$ cat config.mk
export PLATFORM = sky130hd
export DESIGN_NAME = demux_serial_framer_flat
export DESIGN_NICKNAME = d
export VERILOG_FILES = /design/src/rtl/demux_serial_framer_if.sv /design/src/rtl/demux_serial_framer.sv /design/src/flat_wrapper.sv
export SDC_FILE = /design/constraint.sdc
export NUM_CORES = 1
export LEC_CHECK = 0
export ABC_AREA = 0
export CAP_MARGIN = 20
export CORE_MARGIN = 3
export CORE_UTILIZATION = 51
export DETAILED_ROUTE_END_ITERATION = 8
export PLACE_DENSITY = 0.78
export SETUP_SLACK_MARGIN = 0.3
export SYNTH_ARGS = -nofsm -noshare
export SYNTH_HDL_FRONTEND = slang
export SYNTH_SLANG_ARGS = --single-unit
$ cat constraint.sdc
create_clock -name clk -period 2.1 [get_ports clk]
set_input_delay 0.42 -clock clk [delete_from_list [all_inputs] [get_ports clk]]
set_output_delay 0.42 -clock clk [all_outputs]
set_load 0.02 [all_outputs]
$ cat src/rtl/demux_serial_framer_if.sv
// Bundles the serial input and demux-side outputs of the framer.
interface demux_serial_framer_if #(
  parameter int unsigned CNT_W = 8
);
  logic             sin;
  logic             in_valid;
  logic             a;
  logic             b;
  logic             c;
  logic             d;
  logic             busy;
  logic             frame_done;
  logic             frame_err;
  logic [CNT_W-1:0] frame_cnt;

  // Source side: drives the bitstream, observes status.
  modport master (
    output sin, in_valid,
    input  a, b, c, d, busy, frame_done, frame_err, frame_cnt
  );

  // Framer side.
  modport slave (
    input  sin, in_valid,
    output a, b, c, d, busy, frame_done, frame_err, frame_cnt
  );
endinterface

$ cat src/rtl/demux_serial_framer.sv
// Serial framer feeding a 1:8 demux: start bit, 3-bit address (MSB first),
// DATA_BITS payload bits, stop bit. Steers payload onto d with selects a,b,c.
module demux_serial_framer #(
  parameter int unsigned DATA_BITS = 4,
  parameter int unsigned CNT_W     = 8
) (
  input logic                  clk,
  input logic                  rst,
  demux_serial_framer_if.slave bus
);

  // Counter must hold 0..2 for the address and 0..DATA_BITS-1 for payload.
  localparam int unsigned CntW = ($clog2(DATA_BITS) > 2) ? $clog2(DATA_BITS) : 2;
  localparam logic [CntW-1:0] LastAddr = CntW'(2);
  localparam logic [CntW-1:0] LastData = CntW'(DATA_BITS - 1);

  typedef enum logic [1:0] {StIdle, StAddr, StData, StStop} state_e;

  state_e           state_q, state_d;
  logic [CntW-1:0]  bit_cnt_q, bit_cnt_d;
  logic [1:0]       addr_q, addr_d;
  logic [2:0]       sel_q, sel_d;
  logic             d_q, d_d;
  logic             done_q, done_d;
  logic             err_q, err_d;
  logic [CNT_W-1:0] fcnt_q, fcnt_d;

  // State, counters and registered outputs; async reset aborts any frame.
  always_ff @(posedge clk or posedge rst) begin
    if (rst) begin
      state_q   <= StIdle;
      bit_cnt_q <= '0;
      addr_q    <= '0;
      sel_q     <= '0;
      d_q       <= 1'b0;
      done_q    <= 1'b0;
      err_q     <= 1'b0;
      fcnt_q    <= '0;
    end else begin
      state_q   <= state_d;
      bit_cnt_q <= bit_cnt_d;
      addr_q    <= addr_d;
      sel_q     <= sel_d;
      d_q       <= d_d;
      done_q    <= done_d;
      err_q     <= err_d;
      fcnt_q    <= fcnt_d;
    end
  end

  // Next-state logic; nothing advances without in_valid, pulses drop back to 0.
  always_comb begin
    state_d   = state_q;
    bit_cnt_d = bit_cnt_q;
    addr_d    = addr_q;
    sel_d     = sel_q;
    d_d       = d_q;
    done_d    = 1'b0;
    err_d     = 1'b0;
    fcnt_d    = fcnt_q;
    if (bus.in_valid) begin
      unique case (state_q)
        StIdle: begin
          if (bus.sin) begin
            state_d   = StAddr;
            bit_cnt_d = '0;
          end
        end
        StAddr: begin
          if (bit_cnt_q == LastAddr) begin
            // All three select bits change together on the last address bit.
            sel_d     = {addr_q, bus.sin};
            state_d   = StData;
            bit_cnt_d = '0;
          end else begin
            addr_d    = {addr_q[0], bus.sin};
            bit_cnt_d = bit_cnt_q + 1'b1;
          end
        end
        StData: begin
          d_d = bus.sin;
          if (bit_cnt_q == LastData) begin
            state_d   = StStop;
            bit_cnt_d = '0;
          end else begin
            bit_cnt_d = bit_cnt_q + 1'b1;
          end
        end
        StStop: begin
          d_d     = 1'b0;
          state_d = StIdle;
          if (!bus.sin) begin
            done_d = 1'b1;
            if (fcnt_q != {CNT_W{1'b1}}) fcnt_d = fcnt_q + 1'b1;
          end else begin
            // Bad stop bit is consumed here, never reinterpreted as a start.
            err_d = 1'b1;
          end
        end
        default: state_d = StIdle;
      endcase
    end
  end

  assign bus.a          = sel_q[2];
  assign bus.b          = sel_q[1];
  assign bus.c          = sel_q[0];
  assign bus.d          = d_q;
  assign bus.busy       = (state_q != StIdle);
  assign bus.frame_done = done_q;
  assign bus.frame_err  = err_q;
  assign bus.frame_cnt  = fcnt_q;

endmodule
$ cat src/flat_wrapper.sv
// flat-port wrapper written by rule: the top's interface ports become plain ports
module demux_serial_framer_flat 
#(
  parameter int unsigned DATA_BITS = 4,
  parameter int unsigned CNT_W     = 8
)
  (clk, rst, bus_sin, bus_in_valid, bus_a, bus_b, bus_c, bus_d, bus_busy, bus_frame_done, bus_frame_err, bus_frame_cnt);
  demux_serial_framer_if #(.CNT_W(CNT_W)) bus_i ();
  input logic clk;
  input logic rst;
  input wire logic [$bits(bus_i.sin)-1:0] bus_sin;
  input wire logic [$bits(bus_i.in_valid)-1:0] bus_in_valid;
  output wire logic [$bits(bus_i.a)-1:0] bus_a;
  output wire logic [$bits(bus_i.b)-1:0] bus_b;
  output wire logic [$bits(bus_i.c)-1:0] bus_c;
  output wire logic [$bits(bus_i.d)-1:0] bus_d;
  output wire logic [$bits(bus_i.busy)-1:0] bus_busy;
  output wire logic [$bits(bus_i.frame_done)-1:0] bus_frame_done;
  output wire logic [$bits(bus_i.frame_err)-1:0] bus_frame_err;
  output wire logic [$bits(bus_i.frame_cnt)-1:0] bus_frame_cnt;
  assign bus_i.sin = bus_sin;
  assign bus_i.in_valid = bus_in_valid;
  assign bus_a = bus_i.a;
  assign bus_b = bus_i.b;
  assign bus_c = bus_i.c;
  assign bus_d = bus_i.d;
  assign bus_busy = bus_i.busy;
  assign bus_frame_done = bus_i.frame_done;
  assign bus_frame_err = bus_i.frame_err;
  assign bus_frame_cnt = bus_i.frame_cnt;
  demux_serial_framer #(.DATA_BITS(DATA_BITS), .CNT_W(CNT_W)) u_core (.clk(clk), .rst(rst), .bus(bus_i));
endmodule
==> results of run 1 <==
-- report_power, final --
part | total, mW | switching (mW) | internal, mW
Combinational | 0.817 | 0.414 | 0.404
Sequential | 0.619 | 0.106 | 0.513
Clock | 0.228 | 0.122 | 0.106
-- state kept, by name (all words and copies together) (netlist names) --
| signal | count |
|---|---|
| u_core.addr_q | 2 |
| u_core.bus.frame_cnt | 8 |
| u_core.bus.d | 1 |
| u_core.sel_q | 3 |
| u_core.bit_cnt_q | 2 |
| u_core.bus.frame_done | 1 |
| u_core.bus.frame_err | 1 |
| u_core.state_q | 2 |
-- through the flow --
step	util (%)	total power, mW	hold slack (ps)	cell area [um^2]	worst slack (ps)
after floorplan	-	1.14	384	1080	581
after global routing	68.6	1.79	450	1360	333
after detailed placement	65.8	1.44	500	1300	167
after CTS	67.8	1.67	422	1340	288
final	68.6	1.66	419	1360	393
after global placement	65.8	1.40	497	1300	209
-- worst max-delay path by stage --
stage	start	end	cells after the start
6_report	u_core.bus.d	bus_d	1
5_1_grt	u_core.bus.d	bus_d	1
4_1_cts	u_core.state_q[0]	bus_busy	4
3_5_place_dp	bus_sin	u_core.bus.frame_cnt[7]	4
3_3_place_gp	bus_sin	u_core.bus.frame_cnt[7]	4
2_1_floorplan	u_core.state_q[0]	u_core.state_q[1]	5
-- timing repair --
| item | CTS | global route |
|---|---|---|
| gates resized for setup | 5 | 6 |
| buffers inserted | 1 | 1 |
| setup endpoints to repair | 4 | 6 |
-- synthesized netlist by cell type, types with 2 or more instances --
| master | instances |
|---|---|
| o21ai_0 | 3 |
| ha_1 | 9 |
| nor2b_1 | 2 |
| nand2b_1 | 2 |
| nand3_1 | 4 |
| nor3_1 | 2 |
| a21oi_1 | 2 |
| mux2_1 | 5 |
| mux2_2 | 5 |
| dfrtp_1 | 20 |
| inv_1 | 8 |
| nand2_1 | 8 |
-- metal layers --
layer  wire (um)  GRT usage [%]  share of wire (%)
met5           0              0                  0
met3          99           4.30                4.9
met1         910           21.7                 45
met2         973           30.1                 48
met4          23           6.99                1.1
-- cells in the final DEF, fill, tap and decap left out, drive strengths merged --
master / count
nand4: 1
dlygate4sd2: 3
nand3b: 2
a32o: 1
buf: 4
a2111oi: 1
nor2: 1
inv: 9
nor3: 2
a211oi: 1
nor2b: 2
and3: 1
xnor2: 1
and4: 2
a21oi: 2
nand2: 8
a2bb2oi: 1
o2bb2ai: 1
o21ai: 4
o32a: 1
nand3: 4
mux2i: 1
nand2b: 2
clkdlybuf4s50: 9
mux2: 11
dfrtp: 20
dlymetal6s2s: 5
a22o: 1
nor4: 1
ha: 9
or2b: 2
clkbuf: 5
-- cells by family after synthesis --
logic type | synth area share (%)
DFF | 46.2
AOI/OAI and AO/OA | 8.67
adders and majority gates | 10.4
buffers and inverters | 3.82
xor gates and xnor gates | 0.809
and+or+nand+nor | 17.3
muxes | 12.7
-- area by class of cell --
class                           count  area share [%]
Clock buffer                        4            2.67
Inverter                            9            2.49
Multi-Input combinational cell     63            39.8
Sequential cell                    20            36.8
Tap cell                           27            2.49
Timing Repair Buffer               22            15.7
==> out/results.ini, run 1 <==
[run_status]
status=complete, no violations

[detailed_routing]
first_pass_iters=2
vias_per_cell=5.38
first_iter_violations=5
ant_nets=0
vias=780
wl_um=2010
post_drt_wl_per_cell_um=13.8
drcViolationCount=0

[setup_path]
required_ps=1680
critPathLaunchType=register
worstReg2RegStart=u_core.state_q[0]
reg2reg_to=u_core.state_q[1]
crit_buf_inv=1
critical-path-top-delay-family=buffers and inverters
crit_chain=clkdlybuf4s50_1
critPathKind=register to output pin
cpPeakStageDelay_ps=600
rrSetupSlack_ps=450
r2r_cells=5
slowest_stage=clkdlybuf4s50_1
path_max_fanout=2
arrival_ps=1290
end_kind=output pin

[synthesis]
synthTopCellsByArea=dfrtp_1, ha_1, mux2_1, mux2_2, inv_1
synth.top_cell.area_share_pct=46.2
synth_nets=106
synth-seq-cells=20
syn_area_per_cell_um2=11.6
yosys_warnings=0
post-synth-top-area-cell=dfrtp_1
ys.flop_type=dfrtp_1
synth_edf_count=0
ys_types=35
async_flop_share_pct=100
syn_inst=93
syn-cell-area_mm2=0.00108
ys_seq_area_share_pct=46.2

[global_routing]
grt_usage_pct=17.8
grt_pass1_vias=836
grt_max_degree=21
grt-ovfl-total=0
antenna_found_initial=0
grt_pass1_wl_um=3580

[power_and_ir_drop]
peakVddDrop_mv=0.774
p_per_area_mw_per_mm2=1220
p_leak_nw=0.721

[floorplanning]
start_util_pct=54.6
core-area_mm2=0.00198
num_rows=16
die_width_um=52.1
die_h_um=52.1
die_area_mm2=0.00271
pin_count=19

[place]
gp_congestion=0.835
portBuffers=18
dp.final_hpwl_um=1550
dp_cells=139

[layout]
nNetsFinal=132
diodes=0
regArea_um2=500
drive_gt1_share_pct=18.6
stdcell_count=145
area_delta_synth_final_pct=25.5
multiInputGateArea_um2=541
fill_cells=149

[cts]
clock_latency_ps=310
cts-hold-fix-buffers=0
cts-root-buf=clkbuf_4
clockBufferDepth=2
cts.sinks=20
cts_buffers=3
h-tree-depth=1
cts_tree=built
cts.clk_slew.worst_paths_ps=110

[timing]
max_freq_ghz=0.586
worstMarginPinSlew_ps=379
min_period_ps=1710
fin_setup_tns_ps=0
rsz0062_at_grt=false
setup_violations=0
final-max-slew-violation-count=0
fin_skew_ps=1.03
period_share_pct=81.3
relSlewSlack_pct=74.1
hold_viol=0

[flow_run]
maxCapViolCount=0

[hold_path]
min_path_type=input port to asynchronous set/reset pin

Power figures use the tool's default switching activity.
==> run 2: changes to the inputs <==
Settings changed: CORE_UTILIZATION 51 to 46, PLACE_DENSITY 0.78 to 0.74.
Clock period 2.1 ns to 1.4 ns, I/O delays scaled along.
==> out/results.ini, run 2 (same netlist as run 1, synthesis figures left out) <==
[detailed_routing]
vias_per_cell=5.70  ; +6.0%
first_pass_iters=4  ; +2
wl_um=3700  ; +84%
wl_met1_um=1540  ; +69%
drcViolationCount=0  ; unchanged
wl_met2_um=1880  ; +93%
ant_nets=0  ; unchanged
route.met3.wl_um=180  ; +82%
post_drt_wl_per_cell_um=21.2  ; +53%
vias=998  ; +28%
top_layer=met4
first_iter_violations=20  ; +15

[run_status]
failed_checks=negative setup slack
status=finished, violations left

[floorplanning]
pin_count=19  ; unchanged
num_rows=16  ; unchanged
die_area_mm2=0.00297  ; +9.6%
start_util_pct=52.0  ; -2.6 points
die_width_um=54.5  ; +4.7%
core-area_mm2=0.00208  ; +5.1%
die_h_um=54.5  ; +4.7%

[cts]
cts.sinks=20  ; unchanged
cts-hold-fix-buffers=0  ; unchanged
cts_buffers=3  ; unchanged
clockBufferDepth=2  ; unchanged
cts-root-buf=clkbuf_4
h-tree-depth=1  ; unchanged
cts_tree=built
clock_latency_ps=320  ; about the same
cts.clk_slew.worst_paths_ps=130  ; +20 ps

[global_routing]
grt_pass1_vias=988  ; +18%
grt_max_degree=19  ; -9.5%
grt-ovfl-total=0  ; unchanged
grt_pass1_wl_um=5090  ; +42%
grt_usage_pct=24.7  ; +6.8 points
antenna_found_initial=0  ; unchanged

[layout]
largest_reg_flops=8  ; unchanged
drive_gt1_share_pct=68.2  ; +50 points
nNetsFinal=162  ; +23%
layout_common_cells=buf_4, buf_6, dfrtp_1
stdcell_count=175  ; +21%
diodes=0  ; unchanged
final_common_cell=buf_4
area_delta_synth_final_pct=74.9

[setup_path]
crit_buf_inv=3  ; +2
critPathKind=register to register
worstReg2RegStart=u_core.state_q[1]
end_kind=register
slowest_stage=dfrtp_1
path_max_fanout=5  ; +3
r2r_cells=7  ; +2
rrSetupSlack_ps=-170  ; -620 ps
crit_chain=buf_6 > ha_4 > nand3b_4 > buf_12 > inv_6 > o21ai_4 > mux2_4
cpPeakStageDelay_ps=450  ; -150 ps
required_ps=1620  ; -60 ps
critPathLaunchType=register
reg2reg_to=u_core.bus.frame_cnt[1]
critical-path-top-delay-family=flip-flops
arrival_ps=1800  ; +510 ps

[timing]
rsz0062_at_grt=true
worstMarginPinSlew_ps=278  ; -100 ps
final-max-slew-violation-count=0  ; unchanged
setup_slack_ps=-173  ; -565 ps
relSlewSlack_pct=81.2  ; +7.1 points
fin_skew_ps=8.37  ; +7.35 ps
setup_violations=14  ; +14
hold_viol=0  ; unchanged
period_share_pct=112
min_period_ps=1570
max_freq_ghz=0.636

[place]
portBuffers=18  ; unchanged
dp_cells=153  ; +10%
post-place-ws_ps=-317  ; -484 ps
gp_congestion=0.830  ; -0.67%
dp.final_hpwl_um=1730  ; +12%

[hold_path]
min_path_type=input port to asynchronous set/reset pin

[power_and_ir_drop]
p_leak_nw=0.897  ; +24%
peakVddDrop_mv=1.68  ; +120%
p_per_area_mw_per_mm2=2040  ; +66%

[flow_run]
maxCapViolCount=0  ; unchanged

run 2: cell types whose count changed in the layout (fill, tap and decap cells not counted), moves of 6 or more:
cell	delta
clkdlybuf4s50_1	-6
mux2_4	+8
buf_4	+21
ha_1	-7
buf_6	+23
run 2: worst reg2reg max path, delay by kind of cell, from the launching register on:
| kind | cells | cell delay [ps] |
|---|---|---|
| compound gates | 1 | 70 |
| simple gates | 1 | 140 |
| flops | 1 | 450 |
| buf+inv | 3 | 330 |
| fa+ha+maj | 1 | 160 |
| mux | 1 | 320 |
run 2: worst max path at each step:
stage | from | end | slack [ps] | cells after the start
3_5_place_dp | bus_sin | u_core.bus.frame_cnt[7] | -320 | 4
3_3_place_gp | bus_sin | u_core.bus.frame_cnt[7] | -280 | 4
4_1_cts | u_core.state_q[1] | u_core.state_q[1] | -110 | 5
5_1_grt | u_core.state_q[0] | u_core.bus.frame_cnt[1] | -220 | 7
6_report | u_core.state_q[1] | u_core.bus.frame_cnt[1] | -170 | 7
2_1_floorplan | u_core.state_q[1] | u_core.state_q[1] | -90 | 5
run 2: cell type report:
class,count,area (um^2)
clock buffers,4,36.3
fillers,81,189
inverters,9,38.8
multi-input cells,63,781
flip-flops and latches,20,507
well taps,27,33.8
repair buffers,52,497
run 2: timing repair:
action | CTS | global route
pin swaps | 6 | 10
gates cloned | 0 | 0
setup buffers | 11 | 7
resized for setup | 123 | 21
endpoints found under the setup margin | 35 | 35
run 2: layer usage:
metal,vias up,GRT usage [%]
met3,10,3.81
met2,41,41.8
li1,440,-
met1,507,32.0
met4,0,7.88
met5,-,0
run 2: where the power goes:
part	leakage [nW]	switching [mW]	internal, mW	total, mW
clock	0.0210	0.210	0.159	0.369
sequential	0.251	0.238	0.780	1.02
combinational	0.625	1.11	1.37	2.47
run 2: per-stage QoR:
stage	TNS, ps	power, mW	utilization, %	area, um^2	hold slack, ps
floorplan	-220	1.78	-	1120	244
global placement	-3020	2.39	70.1	1460	456
detailed placement	-3530	2.44	70.1	1460	466
CTS	-660	3.35	84.5	1760	126
global route	-2280	4.04	90.9	1890	133
finish	-1380	3.86	90.9	1890	111
==> edit: new RTL, config.mk and constraints of run 2 <==
The 4 states of `state_e` get a one-hot encoding in 4 bits.
--- a/src/rtl/demux_serial_framer.sv
+++ b/src/rtl/demux_serial_framer.sv
@@ -14,7 +14,7 @@
   localparam logic [CntW-1:0] LastAddr = CntW'(2);
   localparam logic [CntW-1:0] LastData = CntW'(DATA_BITS - 1);
 
-  typedef enum logic [1:0] {StIdle, StAddr, StData, StStop} state_e;
+  typedef enum logic [3:0] {StIdle = 4'b0001, StAddr = 4'b0010, StData = 4'b0100, StStop = 4'b1000} state_e;
 
   state_e           state_q, state_d;
   logic [CntW-1:0]  bit_cnt_q, bit_cnt_d;
Check against the original RTL: no difference found for any inputs over 10 cycles, from zero or initial values and one cycle with rst high; not proved beyond that.
==> edit against run 2 <==
The flow still finishes with violations (setup timing); worst setup slack lost 0.24 ns; final area grew 6.3%; power shrank 34%; cell count grew 14%; wire length grew 11%; sequential cell count grew 2; area after synthesis grew 6.6%; critical path type unchanged; critical endpoint is now u_core.bit_cnt_q[1].
==> edit: results (changes against run 2) <==
Run status
  • Status: finished with violations (unchanged)
  • Violated checks: setup timing (unchanged)

Pwr
  • Comb power frac: 0.514 (was 0.640)
  • Psw: 0.918 mW (was 1.55 mW)
  • Seq power: 0.879 mW (was 1.02 mW)
  • Max rail drop VDD: 1.48 mV (was 1.68 mV)
  • Static Leakage: 0.939 nW (was 0.897 nW)
  • Power Total: 2.56 mW (was 3.86 mW)

STA
  • Endpoints failing setup: 23 (was 14)
  • Setup Skew: 0.00506 ns (was 0.00837 ns)
  • Slew @ Worst Pin: 0.326 ns (was 0.278 ns)
  • Worst setup margin: -0.409 ns (was -0.173 ns)

Layout
  • Nets: 181 (was 162)
  • Layout cell share with drive strength beyond 1: 0.661 (was 0.682)
  • Fillers: 97 (was 81)
  • Max reg flops: 8 (unchanged)
  • ANT cells: 0 (unchanged)
  • Final core utilization: 0.876 (was 0.909)

Logic synthesis
  • Register area share after synthesis: 0.478 (was 0.462)
  • Syn_nets: 111 (was 106)
  • Yosys cell types: 37 (was 35)
  • Post-synth EDFFs: 0 (unchanged)
  • YS warnings: 0 (unchanged)
  • Top post-synthesis cells by count: dfrtp_1 (21), inv_1 (10), mux2_2 (7) (was dfrtp_1 (20), ha_1 (9), inv_1 (8), nand2_1 (8))
  • Asr flop ratio synth: 1.00 (unchanged)
  • Synth top area cells: dfrtp_1 (46%), mux2_2 (6.8%), ha_1 (5.4%) (was dfrtp_1 (46%), ha_1 (10%), mux2_1 (5.2%))

Global routing
  • Global-route wire length before repair: 5.76 mm (was 5.09 mm)
  • Total gr overflow: 0 (unchanged)
  • Total global-route track usage: 0.236 (was 0.247)
  • Initial antenna violation count: 0 (unchanged)
  • Number of global-route vias before repair: 1137 (was 988)
  • Largest net degree at the start of global routing: 23 (was 19)

Place
  • Hpwl dp: 1.95 mm (was 1.73 mm)
  • Placer congestion estimate: 0.872 (was 0.830)
  • Post-DP Area: 1620 µm² (was 1460 µm²)
  • Number of port buffers: 18 (unchanged)
  • Pre-CTS setup slack: -0.542 ns (was -0.317 ns)

Clock tree
  • Hold buffers post-CTS: 0 (unchanged)
  • Post-CTS Resized: 126 (was 123)
  • Max H-tree Level: 1 (unchanged)
  • Clk Latency, worst-skew pair: 0.32 ns (about the same)
  • Clock buffer depth: 2 (unchanged)
  • Clock transition at path regs: 0.13 ns (about the same)
  • Postcts setup bufs: 12 (was 11)
  • Clock buffer count from CTS: 3 (unchanged)
  • Root Buffer: clkbuf_4 (unchanged)

Detailed routing
  • DRT Pass-1 Iters: 4 (unchanged)
  • Routed wire length: 4.09 mm (was 3.70 mm)
  • Vias: 1165 (was 998)
  • DR iter-0 viols: 42 (was 20)

Worst setup path
  • Crit-path max FO: 6 (was 5)
  • Worst stage delay on the critical path: 0.55 ns (was 0.45 ns)
  • Worst path top cell family by delay: flip-flops (unchanged)
  • Slowest CP cell: dfstp_2 (was dfrtp_1)
  • Worst EP arrival: 2.02 ns (was 1.80 ns)
[edit: cell count changes in the layout (fill, tap and decap cells not counted), sizes merged, moves of 3 or more]
cell,delta
nand2,-3
nor3b,+3
mux2,-3
ha,-4
buf,+16
[edit: cells by family after synthesis]
kind of cell               share of synthesized area
AOI/OAI and AO/OA                              0.106
muxes                                         0.0781
xor gates and xnor gates                      0.0380
buffers and inverters                         0.0499
and+or+nand+nor                                0.195
DFF                                            0.478
adders and majority gates                     0.0542
[edit: per-layer routing]
metal  vias to the layer above  share of wire  GRT usage
met2                        66           0.51      0.394
met5                         -              0          0
met3                        17          0.065     0.0557
met4                         0          0.025     0.0983
met1                       582           0.40      0.290
li1                        500              -          -
[edit: worst paths after layout]
path | start | endpoint | cells after the start
worst max-delay path | u_core.state_q[0] | u_core.bit_cnt_q[1] | 6
worst min-delay path | rst | u_core.bus.frame_done | 3
worst max register to register | u_core.state_q[0] | u_core.bit_cnt_q[1] | 6
worst min register to register | u_core.addr_q[1] | u_core.sel_q[2] | 1
max in group asynchronous | rst | u_core.state_q[0] | 3
min in group clk | u_core.addr_q[1] | u_core.sel_q[2] | 1
[edit: tightest hold or removal path: cells and delay by family]
family	cells	cell delay [ns]
buffers and inverters	3	0.73
[edit: stage by stage]
stage	std cells	setup TNS (ns)	hold WS, ns
4_1_cts	192	-3.18	0.298
3_3_place_gp	176	-4.54	0.487
3_5_place_dp	176	-4.86	0.487
2_1_floorplan	102	-1.01	0.268
5_1_grt	199	-7.81	0.313
6_report	199	-6.40	0.285
[edit: layout make-up]
class,instances,share of cell area
timing repair buffer,68,0.312
inverter,10,0.0199
sequential,22,0.278
tap,28,0.0174
multi-input combinational,67,0.355
clock buffer,4,0.0180
